`src/rtl/tab_lookup_pipe.sv`:
```
// Pipelined table lookup: indices become segment reads, and up to DEPTH of them can be
// outstanding at once; results are returned in order through a small FIFO, and EOS is forwarded after the drain.
module tab_lookup_pipe #(
  parameter int IDX_W  = 8,
  parameter int ADDR_W = 8,
  parameter int DATA_W = 16,
  parameter int DEPTH  = 4,
  parameter int BASE   = 0
) (
  input  logic              clock,
  input  logic              reset,
  input  logic [IDX_W-1:0]  ind,
  input  logic              ind_e,
  input  logic              ind_v,
  output logic              ind_b,
  output logic [DATA_W-1:0] oval,
  output logic              oval_e,
  output logic              oval_v,
  input  logic              oval_b,
  output logic [ADDR_W-1:0] segment_r_addr,
  output logic              segment_r_addr_e,
  output logic              segment_r_addr_v,
  input  logic              segment_r_addr_b,
  input  logic [DATA_W-1:0] segment_r_data,
  input  logic              segment_r_data_e,
  input  logic              segment_r_data_v,
  output logic              segment_r_data_b,
  output logic [1:0]        state,
  output logic              err
);
  localparam int CW = $clog2(DEPTH + 1);
  localparam int PW = $clog2(DEPTH);
  localparam logic [CW-1:0] DEPTH_N = CW'(DEPTH);
  localparam logic [CW:0]   DEPTH_W = (CW + 1)'(DEPTH);

  typedef enum logic [1:0] {RUN = 2'd0, DRAIN = 2'd1, EOS = 2'd2} state_e;

  state_e            state_q, state_d;
  logic [CW-1:0]     inflight_q, inflight_d, cnt_q, cnt_d;
  logic [PW-1:0]     wr_ptr_q, wr_ptr_d, rd_ptr_q, rd_ptr_d;
  logic              err_q, err_d;
  logic [DATA_W-1:0] mem_q [DEPTH];
  logic [CW:0]       used;
  logic              issue, ret, push, pop;

  always_comb begin
    state_d          = state_q;
    ind_b            = 1'b1;
    segment_r_addr_v = 1'b0;
    issue            = 1'b0;
    oval_v           = 1'b0;
    oval_e           = 1'b0;
    oval             = '0;
    pop              = 1'b0;
    // Credit check uses pre-cycle counts, so a slot freed this cycle is not reused until the next.
    used = {1'b0, inflight_q} + {1'b0, cnt_q};
    segment_r_addr = ADDR_W'(BASE) + ADDR_W'(ind);

    case (state_q)
      RUN: begin
        if (ind_v) begin
          if (ind_e) state_d = DRAIN;
          else if (!segment_r_addr_b && used < DEPTH_W) begin
            issue            = 1'b1;
            ind_b            = 1'b0;
            segment_r_addr_v = 1'b1;
          end
        end
      end
      DRAIN: if (inflight_q == '0 && cnt_q == '0) state_d = EOS;
      EOS: begin
        oval_v = 1'b1;
        oval_e = 1'b1;
        if (!oval_b) begin
          ind_b   = 1'b0;
          state_d = RUN;
        end
      end
      default: state_d = RUN;
    endcase

    if (state_q != EOS && cnt_q != '0) begin
      oval_v = 1'b1;
      oval   = mem_q[rd_ptr_q];
      pop    = !oval_b;
    end

    segment_r_data_b = (inflight_q == '0);
    ret  = segment_r_data_v && (inflight_q != '0);
    // A push into a full FIFO is dropped unless a pop makes room this same cycle.
    push = ret && (cnt_q != DEPTH_N || pop);

    inflight_d = inflight_q + CW'(issue) - CW'(ret);
    cnt_d      = cnt_q + CW'(push) - CW'(pop);
    wr_ptr_d   = push ? wr_ptr_q + 1'b1 : wr_ptr_q;
    rd_ptr_d   = pop  ? rd_ptr_q + 1'b1 : rd_ptr_q;
    err_d      = err_q | (ret & segment_r_data_e);
  end

  always_ff @(posedge clock or negedge reset) begin
    if (!reset) begin
      state_q    <= RUN;
      inflight_q <= '0;
      cnt_q      <= '0;
      wr_ptr_q   <= '0;
      rd_ptr_q   <= '0;
      err_q      <= 1'b0;
    end else begin
      state_q    <= state_d;
      inflight_q <= inflight_d;
      cnt_q      <= cnt_d;
      wr_ptr_q   <= wr_ptr_d;
      rd_ptr_q   <= rd_ptr_d;
      err_q      <= err_d;
    end
  end

  always_ff @(posedge clock) begin
    if (push) mem_q[wr_ptr_q] <= segment_r_data;
  end

  assign segment_r_addr_e = 1'b0;
  assign state            = state_q;
  assign err              = err_q;
endmodule
```
`config.mk`:
```
export PLATFORM = sky130hd
export DESIGN_NAME = tab_lookup_pipe
export DESIGN_NICKNAME = d
export VERILOG_FILES = /design/src/rtl/tab_lookup_pipe.sv
export SDC_FILE = /design/constraint.sdc
export NUM_CORES = 1
export LEC_CHECK = 0
export ABC_AREA = 0
export CAP_MARGIN = 10
export CELL_PAD_IN_SITES_DETAIL_PLACEMENT = 1
export CELL_PAD_IN_SITES_GLOBAL_PLACEMENT = 2
export CORE_UTILIZATION = 37
export CTS_CLUSTER_SIZE = 8
export DETAILED_ROUTE_END_ITERATION = 12
export PLACE_DENSITY = 0.89
export RECOVER_POWER = 25
export SLEW_MARGIN = 15
export SYNTH_ARGS = -nofsm -noshare
export SYNTH_HDL_FRONTEND = slang
export SYNTH_SLANG_ARGS = --single-unit
```
`constraint.sdc`:
```
create_clock -name clock -period 2.79 [get_ports clock]
set_clock_uncertainty 0.2 [all_clocks]
set_input_delay 0.837 -clock clock [delete_from_list [all_inputs] [get_ports clock]]
set_output_delay 0.837 -clock clock [all_outputs]
set_load 0.01 [all_outputs]
```
==> run_results.csv <==
group,metric,value,unit
pwr,switching_share,31.6,%
critical_path,r2r_start,"state[1]$_DFFE_PN0P_",
route,avgRoutedWirePerCell,18.9,um
critical_path,ff2ff_path_depth,13,
global_route,gr-total-overflow,0,
die,die_area,9540,um2
timing,fin_crit_sh,101,%
layout,finish.utilization,50.3,%
critical_path,slowest_stage,"mux4_2",
placed_design,gp_congestion,0.796,
placed_design,dp.final_hpwl,4.73,mm
route,vias,1821,
outcome,status,"finished with violations",
logic_synthesis,ys_ff_latch,77,
logic_synthesis,synth_cells,186,
global_route,grt_usage,16.1,%
critical_path,crit_end,"oval[13]",
critical_path,rrSetupSlack,0.13,ns
pwr,internal-power,3.26,mW
logic_synthesis,synth_cell_types,34,
pwr,power.density,1080,nW/um2
logic_synthesis,yosysWarnings,0,
route,drt_iter0_drc,130,
cts,root_buffer,"clkbuf_8",
logic_synthesis,ys_seq_area_share,66.4,%
logic_synthesis,syn_avg_cell_area,18.2,um2
die,io_pins,65,
pwr,comb_power_share,48.1,%
timing,hold_viol_final,0,
critical_path,path_cells,"buf_6, buf_6, mux4_2, nor2b_4, buf_6",
outcome,violations,"DRC, setup timing",
cts,clockBufferDepth,2,
critical_path,crit_path_max_fanout,4,
cts,cts.sinks,77,
route,routed_via_density,4.83,
layout,drive_gt1_share,40.5,%
logic_synthesis,synth_top_area_share,56.8,%
timing,fmax,0.354,GHz
job,cap_violations,0,
logic_synthesis,yosysTopAreaCell,"edfxtp_1",
pwr,total_power,4.77,mW
die,std_cell_rows,34,
critical_path,startpoint_type,"register",
logic_synthesis,syn-cell-area,3390,um2
die,core_area,8810,um2
global_route,grt_pass1_vias,2042,
route,drc,3,
timing,period_needed,2.82,ns
timing,fin_tns_setup,-0.122,ns
timing,slew_headroom,56.6,%
timing,finalMaxSlewViolations,0,
critical_path,slowest_delay,0.50,ns
critical_path,timing.rr.end,"cnt_q[2]$_DFF_PN0_",
layout,final_common_cell,"edfxtp_1",
layout,fillers,846,
timing,final.setup.worst_slack,-0.0349,ns
layout,nNetsFinal,308,
pwr,p_clk_share,16.6,%
route,wirelength,7.11,mm
global_route,antenna_found_initial,0,
critical_path,cp_common_cell,"buf_6",
layout,multi_input_area,1030,um2
placed_design,dp_slack,-0.773,ns
min_path,hold_path.class,"register to register",
critical_path,required,1.75,ns
die,die_w,97.7,um
pwr,ir_worst_vdd,0.380,mV
layout,diodes,0,
timing,rsz0062_at_grt,"yes",
cts,insertion_delay,0.34,ns
cts,tritoncts,"yes",
pwr,cellLeakagePower,1.73,nW
cts,cts-hold-fix-buffers,0,
cts,htreeDepth,3,
critical_path,critPathLaunch,"rd_ptr_q[0]$_DFFE_PN0P_",
critical_path,path_class,"register to primary output",
route,drt-pass1-iter-count,8,
critical_path,crit_path_end_kind,"primary output",
timing,worst-slew-pin-transition,0.649,ns
layout,layout_common_cells,"edfxtp_1 (64), buf_4 (24), buf_6 (17), mux4_2 (16), nor2b_4 (13)",
critical_path,path_buf_inv,3,
route,postRouteAntennaNets,0,
placed_design,io_buffers,47,
cts,path_clk_slew,0.08,ns
critical_path,critical-path-top-delay-family,"multiplexers",
pwr,p_sw,1.51,mW
timing,finalSetupViolations,7,
logic_synthesis,synth.net_count,230,
layout,synthToLayoutAreaGrowth,30.9,%
die,start_util,38.4,%
logic_synthesis,yosys-top-cells-area,"edfxtp_1 (57%), dfrtp_1 (9.6%), mux4_1 (6.2%)",
die,die_height,97.7,um
layout,regArea,2250,um2
critical_path,path_depth,5,
global_route,grt_max_degree,17,
pwr,seqPwrFrac,35.3,%
global_route,grt_pass1_wl,11.2,mm
critical_path,cp.arrival,1.79,ns
cts,cts_buffers,9,
what timing repair did:
| action | in CTS | in global routing |
|---|---|---|
| endpoints found under the hold margin | 0 | 0 |
| setup endpoints to repair | 23 | 19 |
| pin swaps | 6 | 5 |
| buffers inserted | 11 | 2 |
| resized for setup | 108 | 16 |
registers in the layout, summed over array words and instances, names as in the netlist:
signal      count
mem_q          64
wr_ptr_q        2
rd_ptr_q        2
state           2
inflight_q      3
err             1
cnt_q           3
metrics by stage:
step | std cells | instance area (um2) | hold WS, ns
final | 377 | 4430 | 0.274
after global routing | 377 | 4430 | 0.300
after CTS | 376 | 4350 | 0.277
after detailed placement | 350 | 4080 | 0.247
after global placement | 350 | 4080 | 0.253
after floorplan | 186 | 3390 | 0.290
how the worst min path moves through the flow:
| stage | from | endpoint | slack, ns | depth (start not counted) |
|---|---|---|---|---|
| after floorplan | inflight_q[2]$_DFF_PN0_ | inflight_q[2]$_DFF_PN0_ | 0.29 | 1 |
| after global placement | err$_DFF_PN0_ | err$_DFF_PN0_ | 0.25 | 1 |
| after detailed placement | err$_DFF_PN0_ | err$_DFF_PN0_ | 0.25 | 1 |
| after CTS | err$_DFF_PN0_ | err$_DFF_PN0_ | 0.28 | 1 |
| after global routing | err$_DFF_PN0_ | err$_DFF_PN0_ | 0.30 | 1 |
| final | err$_DFF_PN0_ | err$_DFF_PN0_ | 0.27 | 1 |
worst register-to-register path: stages, from the launching register on:
cell and delay, ns:
dfrtp_1 0.44, nand2_2 0.12, inv_2 0.05, buf_4 0.15
o211ai_2 0.19, and2_4 0.18, inv_1 0.04, ha_1 0.28
inv_1 0.06, ha_1 0.14, inv_1 0.06, fa_2 0.35
xnor2_2 0.20, xnor2_1 0.13
per-layer routing:
layer	track usage [%]	up-vias	routed length (um)
met5	0	-	0
met1	18.7	922	2920
met2	28.2	52	3810
met3	3.81	8	276
li1	-	839	-
met4	7.11	0	105
synthesized netlist by cell type, drive strengths merged:
cell,count
and3,4
edfxtp,64
and2,1
xor2,1
o21ai,2
dfrtp,13
or2,1
buf,14
a21o,1
nor4,1
mux4,16
ha,10
o211ai,1
nor2b,17
nor4b,1
nor3,3
a21oi,1
xnor2,6
fa,2
clkbuf,1
nor2,4
a31oi,2
nand3,2
nand2,5
inv,12
conb,1
kinds of logic after synthesis:
| kind of cell | synth area share (%) |
|---|---|
| buffers and inverters | 5.03 |
| other | 0.111 |
| muxes | 11.5 |
| xor gates and xnor gates | 1.81 |
| AOI/OAI and AO/OA | 1.40 |
| DFF | 66.4 |
| adders and majority gates | 4.88 |
| and+or+nand+nor | 8.87 |
power by group through the flow:
| stage | logic, mW | clock network [mW] | registers, mW |
|---|---|---|---|
| after CTS | 2.18 | 0.814 | 1.68 |
| after floorplan | 1.17 | 0 | 1.67 |
| after global routing | 2.48 | 0.854 | 1.71 |
| final | 2.29 | 0.792 | 1.68 |
| after detailed placement | 2.02 | 0 | 1.69 |
| after global placement | 1.96 | 0 | 1.66 |
final cells by class:
class / instances / area share [%]
flip-flops and latches: 77 / 50.7
repair buffers: 82 / 17.9
multi-input cells: 82 / 23.2
well taps: 108 / 3.05
inverters: 12 / 1.02
clock inverters: 5 / 1.16
clock buffers: 11 / 2.96
Note: power is estimated with default switching activity, not from simulation.
